`src/rtl/ddr2_rd_capture.sv`:
```
// DDR2 read-return capture: grants read bursts against a credit limit and packs
// pairs of PHY beats into full-width words for the read FIFO.
module ddr2_rd_capture #(
    parameter int unsigned DATA_WIDTH      = 128,
    parameter int unsigned WRITE_BURST     = 8,
    parameter int unsigned MAX_OUTSTANDING = 4
) (
    input  logic                    wr_clk,
    input  logic                    reset,
    input  logic                    rd_cmd_req,
    output logic                    rd_cmd_ack,
    input  logic [DATA_WIDTH/2-1:0] phy_rd_data,
    input  logic                    phy_rd_vd,
    input  logic                    fifo_almost_full,
    output logic [DATA_WIDTH-1:0]   rd_fifo_in,
    output logic                    rd_fifo_vd,
    output logic                    busy,
    output logic                    rd_err
);

    localparam int unsigned HalfW = DATA_WIDTH / 2;
    localparam int unsigned CntW  = (WRITE_BURST > 2) ? $clog2(WRITE_BURST) : 1;
    localparam logic [CntW-1:0] LastBeat = CntW'(WRITE_BURST - 1);
    localparam logic [3:0]      MaxOut   = 4'(MAX_OUTSTANDING);

    typedef enum logic [1:0] {StIdle, StWait, StBurst} state_e;

    state_e                state_q, state_d;
    logic [3:0]            outstanding_q, outstanding_d;
    logic [CntW-1:0]       beat_cnt_q, beat_cnt_d;
    logic                  hi_q, hi_d;
    logic [HalfW-1:0]      low_q, low_d;
    logic [DATA_WIDTH-1:0] word_q, word_d;
    logic                  vd_q, vd_d;
    logic                  err_q, err_d;
    logic                  beat_ok;
    logic                  last_beat;

    always_comb begin
        rd_cmd_ack    = rd_cmd_req & ~reset & (outstanding_q < MaxOut) & ~fifo_almost_full;
        // Beats are only owned by a granted burst; in idle there is none.
        beat_ok       = phy_rd_vd & (state_q != StIdle);
        last_beat     = beat_ok & (beat_cnt_q == LastBeat);

        state_d       = state_q;
        outstanding_d = outstanding_q;
        beat_cnt_d    = beat_cnt_q;
        hi_d          = hi_q;
        low_d         = low_q;
        word_d        = word_q;
        vd_d          = 1'b0;
        err_d         = err_q;

        if (phy_rd_vd && !beat_ok) begin
            err_d = 1'b1;
        end

        if (beat_ok) begin
            if (hi_q) begin
                word_d = {phy_rd_data, low_q};
                vd_d   = 1'b1;
            end else begin
                low_d = phy_rd_data;
            end
            hi_d       = ~hi_q;
            beat_cnt_d = last_beat ? '0 : beat_cnt_q + 1'b1;
        end

        unique case ({rd_cmd_ack, last_beat})
            2'b10:   outstanding_d = outstanding_q + 4'd1;
            2'b01:   outstanding_d = outstanding_q - 4'd1;
            default: outstanding_d = outstanding_q;
        endcase

        unique case (state_q)
            StIdle: begin
                if (rd_cmd_ack) begin
                    state_d = StWait;
                end
            end
            StWait, StBurst: begin
                if (last_beat) begin
                    state_d = (outstanding_d == 4'd0) ? StIdle : StWait;
                end else if (beat_ok) begin
                    state_d = StBurst;
                end
            end
            default: state_d = StIdle;
        endcase
    end

    always_ff @(posedge wr_clk or posedge reset) begin
        if (reset) begin
            state_q       <= StIdle;
            outstanding_q <= '0;
            beat_cnt_q    <= '0;
            hi_q          <= 1'b0;
            low_q         <= '0;
            word_q        <= '0;
            vd_q          <= 1'b0;
            err_q         <= 1'b0;
        end else begin
            state_q       <= state_d;
            outstanding_q <= outstanding_d;
            beat_cnt_q    <= beat_cnt_d;
            hi_q          <= hi_d;
            low_q         <= low_d;
            word_q        <= word_d;
            vd_q          <= vd_d;
            err_q         <= err_d;
        end
    end

    assign rd_fifo_in = word_q;
    assign rd_fifo_vd = vd_q;
    assign busy       = (outstanding_q != 4'd0);
    assign rd_err     = err_q;

endmodule

```
`config.mk`:
```
export PLATFORM = sky130hd
export DESIGN_NAME = ddr2_rd_capture
export DESIGN_NICKNAME = d
export VERILOG_FILES = /design/src/rtl/ddr2_rd_capture.sv
export SDC_FILE = /design/constraint.sdc
export NUM_CORES = 1
export LEC_CHECK = 0
export ABC_CLOCK_PERIOD_IN_PS = 11640
export CAP_MARGIN = 0
export CORE_UTILIZATION = 52
export DETAILED_ROUTE_END_ITERATION = 16
export GPL_ROUTABILITY_DRIVEN = 0
export GPL_TIMING_DRIVEN = 0
export PLACE_DENSITY_LB_ADDON = 0.12
export SLEW_MARGIN = 20
export SYNTH_ARGS = -nofsm -noshare
export SYNTH_HDL_FRONTEND = slang
export SYNTH_SLANG_ARGS = --single-unit
```
`constraint.sdc`:
```
create_clock -name wr_clk -period 11.64 [get_ports wr_clk]
set_clock_uncertainty 0.05 [all_clocks]
set_input_delay 2.328 -clock wr_clk [delete_from_list [all_inputs] [get_ports wr_clk]]
set_output_delay 2.328 -clock wr_clk [all_outputs]
set_load 0.03 [all_outputs]
```
# Yosys cells after proc, flatten, opt, wreduce, memory -nomap -nowiden
# Cells that the tools add are included.
# totals
register_bits	204
in_bits	69
output_inout_bits	132
wordCells	46
# classes
addsub	3
n_lt_le_gt_ge	1
eq_ne	7
n_mux	9
bitwise	8
reduce_logical	10
# op_table
op	n
4-bit one-hot mux with 2 select lines	1
2-bit 2-to-1 mux	3
2-bit AND reduction	3
1-bit AND	5
4-bit by 1-bit adder with 4-bit output, second input constant	1
2-bit by 1-bit == test with 1-bit output, second input constant	2
2-bit == test, second input constant	2
4-bit logical NOT	1
4-bit by 3-bit < comparator with 1-bit output, second input constant	1
2-bit one-hot mux with 2 select lines	1
4-bit nonzero test	1
4-bit by 1-bit subtractor with 4-bit output, second input constant	1
3-bit by 1-bit adder with 3-bit output, second input constant	1
3-bit == test, second input constant	1
1-bit 2-to-1 mux	3
3-bit 2-to-1 mux	1
3-bit inequality test, second input constant	1
1-bit inverter	3
2-bit logical NOT	1
2-bit inequality test, second input constant	1
2-bit nonzero test	1
2-bit OR reduction	1
1-bit logical AND	1
1-bit logical NOT	1

# Depth between registers and ports, before layout
# logic_depth
depth_word	10
mapped_depth	12

# Least setup slack after synthesis
# No wires, ideal clock.
# synth_path
path_kind	input-to-output
start	in reset
end	out rd_cmd_ack
arrival_ns	2.809
required_time_ns	9.262
slack_ns	6.453
path_stages	3
n_path_buf	0
path_cell_list	nor2_1 > nand3_1 > inv_1
# synth_via
elab_chain_len	4
# synth_lines
item	line	source
start, declared	9	input logic reset,
1-bit inverter	40	rd_cmd_ack = rd_cmd_req & ~reset & (outstanding_q < MaxOut) & ~fifo_almost_full;
1-bit AND (3 in a row)	40	
end, declared	11	output logic rd_cmd_ack,
# No other way between the ends.

# Final worst setup path
# Same ends and word-level chain as after synthesis.

==> flow_results.org <==
** Run status
- The flow ran to the end, and the final reports show no timing, DRC or antenna violations.

** Worst hold path
- Min-Delay Path Class :: reg -> reg

** Placement
- Port buffering added 200 buffers.
- Once detailed placement completed, the half-perimeter wirelength came to between 10000 and 15000 um.

** Detailed routing
- After detailed routing, the number of vias per cell comes to ~5.2.
- WL/cell :: 18.3 um
- The count of nets left with antenna violations once routing finished came out at 0.
- DRC violations left :: 0
- Before antenna repair, the detailed router went through 4 iterations.
- Vias after detailed routing :: roughly 4700
- Iter 0 DRT Violations :: about 190
- The final layout contains routed wiring with a total length of 16500 um.

** CTS
- Clock transition at the register clock pins on the worst setup and hold paths after CTS :: around 0.06 ns
- In this run the number of H-tree levels came out at 1.
- Root buffer selected by CTS :: sky130_fd_sc_hd__clkbuf_16
- No sink is reached through more buffers than the 3 on the longest clock path.
- Insertion delay of the later-clocked pin in the worst-skew pair :: roughly 0.48 ns
- TritonCTS clock tree :: done
- Hold repair after CTS inserted 0 buffers.
- The clock drives about 200 sinks.
- Number of instances resized during post-cts repair :: 0
- Total clock buffers created by CTS :: 21
- # Post-CTS Setup Buffers :: 0

** Cells and area
- From synthesis to final layout, the design area changed by 38.0%.
- The number of antenna diodes in the final layout is 0.
- Share of layout cells above drive strength 1 :: between 30% and 40%
- # fillers :: ~930
- Number of nets in the layout :: around 800

** Pwr
- Share of power burned in registers :: between 30% and 40%
- The analysis attributes to net switching a power of around 1300 uW.
- Part of the total power dissipated in combinational logic :: 45.3%
- Static leakage :: approximately 0.0047 uW
- VDD sags by at most around 0.19 mV.
- Per report_power, the clock group accounts for between 10% and 20% of the total.
- Fraction of power spent switching nets :: 36.0%
- Internal power :: roughly 2200 uW
- Power Density :: between 300 and 400 mW/mm^2

** STA
- After routing, the total negative slack on setup checks comes to 0 ns.
- Subtracting the final worst setup slack from the clock period gives approximately 6.4 ns.
- In this run the tightest slew margin relative to its limit is a little over half.
- Final Hold Viols :: 0
- Part of the cycle the worst path needs :: between 50% and 60%
- Count of pins over their slew limit :: 0
- Timing would allow up to about 160 MHz.
- Unrepaired setup endpoints after global routing :: false
- For the pin with the worst max-slew slack, the measured transition is about 0.70 ns.
- Setup violations remaining at the end of the flow were counted as 0.
- Across all hold checks on the routed design, the worst slack comes to roughly 0.42 ns.

** Floorplan
- Die Outline Area :: 0.0155 sq mm
- Starting Density :: 53.5%
- Vertical die dimension :: 125 um
- The core region is 0.0146 sq mm.
- Die W :: approximately 120 um
- around 200 I/O pins were placed.
- Num rows :: 44

** Global routing
- The initial antenna violation count is 0.
- Number of global-route vias before repair :: approximately 5200
- For this run the aggregate overflow at the end of global routing stands at 0.
- Global routing used a little over a quarter of the available met1 tracks.
- Entering global routing, the biggest net connects around 110 pins.
- Met2 track demand over resource in global routing :: around two fifths
- The first global-routing pass estimated 27200 um of wire.
- All-layer global routing usage :: between 20 and 25%
- After global routing, the most crowded layer is met2.
- For this run, global-route usage on met3 was measured as ~6.4%.

** Worst setup path
- At the worst endpoint, the required time is roughly 9.3 ns.
- Type of element capturing the critical path :: output pin
- Arrival time of the worst setup path :: between 4 and 5 ns
- Worst Setup Start Kind :: input port
- In this run the worst path has a maximum fanout of 4.
- Worst setup path class :: in -> out
- Setup slack on the worst reg-to-reg path comes out at 8.47 ns.

** Synth
- The cell count after synthesis came out at between 400 and 500.
- Synthesized area divided by synthesized cell count :: between 15 and 20 sq um
- Register bit count reported by yosys :: between 200 and 250
- Synth warn :: 0
- Synthesis produced a netlist with a net count of 554.
- In this run, distinct cell masters in the synthesized netlist total 33.
- After synthesis, flip-flops and latches occupy 65.4% of the total area.
- After synthesis the cells add up to 0.00780 sq mm.

** Run
- Across the run, the number of max-cap violations was 0.
-- critical path, stage by stage --
cell and delay (ns):
sky130_fd_sc_hd__clkdlybuf4s50_1 0.52, sky130_fd_sc_hd__nor2_1 0.15, sky130_fd_sc_hd__nand3_1 0.20, sky130_fd_sc_hd__inv_1 0.17, sky130_fd_sc_hd__clkdlybuf4s50_1 0.68
-- final cells by class --
cell class | count | area (sq um) | share of cell area [%]
flip-flops and latches | 204 | 5100 | 47.4
well taps | 184 | 230 | 2.14
repair buffers | 201 | 2030 | 18.8
multi-input cells | 248 | 2580 | 23.9
inverters | 5 | 26.3 | 0.244
clock buffers | 30 | 629 | 5.84
clock inverters | 8 | 71.3 | 0.662
plain buffers | 21 | 105 | 0.976
-- through the flow --
step / power (uW) / std cells / cell area [sq um] / util (%) / worst slack, ns
6_report: 3500 / 901 / 10800 / 73.8 / 5.22
5_1_grt: 3690 / 901 / 10800 / 73.8 / 5.18
4_1_cts: 3540 / 901 / 10800 / 73.8 / 5.21
3_5_place_dp: 2860 / 863 / 10100 / 69.0 / 5.24
3_3_place_gp: 2790 / 862 / 10000 / 68.8 / 1.58
2_1_floorplan: 2220 / 478 / 7800 / - / 3.69
-- cells in the mapped netlist, drive strengths merged --
master | instances | share of area, %
a21o | 1 | 0.096
a21oi | 3 | 0.24
a22oi | 1 | 0.096
a31oi | 1 | 0.080
and2 | 1 | 0.080
and2b | 1 | 0.096
and3 | 2 | 0.16
and4bb | 2 | 0.32
buf | 21 | 1.3
dfrtp | 204 | 65
ha | 7 | 1.1
inv | 5 | 0.24
mux2 | 194 | 28
mux2i | 2 | 0.26
nand2 | 8 | 0.38
nand2b | 1 | 0.080
nand3 | 1 | 0.064
nand3b | 2 | 0.19
nor2 | 8 | 0.42
nor2b | 2 | 0.19
nor3b | 1 | 0.096
o21ai | 2 | 0.13
o22a | 1 | 0.11
o2bb2ai | 1 | 0.11
or4b | 1 | 0.13
xnor2 | 3 | 0.34
xor2 | 2 | 0.22
-- logic make-up after synthesis --
family	count (synthesis)	share of synthesized area (%)
adder cells (fa/ha/maj)	7	1.12
AO/OA/AOI/OAI	10	0.866
flip-flops	204	65.4
AND/OR/NAND/NOR	30	2.21
multiplexers	196	28.2
buffers and inverters	26	1.59
XOR/XNOR	5	0.561
-- metal layers --
metal | vias up | wire length [um]
li1 | 2125 | -
met1 | 2422 | 6720
met2 | 126 | 8480
met3 | 16 | 1100
met4 | 0 | 199
met5 | - | 0
-- path summary, 6_finish.rpt --
kind	start	endpoint	cells past startpoint
min	rd_err	rd_err	1
max in group asynchronous	reset	rd_fifo_in[100]	3
max reg2reg	state_q[0]	state_q[0]	12
max	reset	rd_cmd_ack	5
min in group asynchronous	reset	outstanding_q[0]	2
min reg2reg	rd_err	rd_err	1
-- placed cells by master (no fill, tap or decap), drive strengths merged --
cell type / instances
o22a: 1
nor2b: 2
nand2: 8
nand3b: 2
a21o: 1
xnor2: 3
clkdlybuf4s50: 200
or4b: 1
nand3: 1
o2bb2ai: 1
and4bb: 2
nor3b: 1
a21oi: 3
mux2i: 2
dfrtp: 204
bufinv: 1
clkinv: 5
and2b: 1
clkinvlp: 1
o21ai: 2
a31oi: 1
xor2: 2
nor2: 8
buf: 22
ha: 7
a22oi: 1
and3: 2
nand2b: 1
and2: 1
mux2: 194
inv: 6
clkbuf: 30
-- state kept, by name, indices dropped and copies added, names as in the netlist --
register / flops
rd_err: 1
beat_cnt_q: 3
rd_fifo_vd: 1
hi_q: 1
state_q: 2
outstanding_q: 4
rd_fifo_in: 128
low_q: 64
-- power by group through the flow --
stage / logic [uW] / clock network, uW / registers [uW]
after floorplan: 556 / 0 / 1660
after global placement: 1560 / 0 / 1230
after detailed placement: 1600 / 0 / 1260
after CTS: 1610 / 681 / 1250
after global routing: 1680 / 709 / 1300
final: 1590 / 666 / 1250
Power figures use the tool's default switching activity.
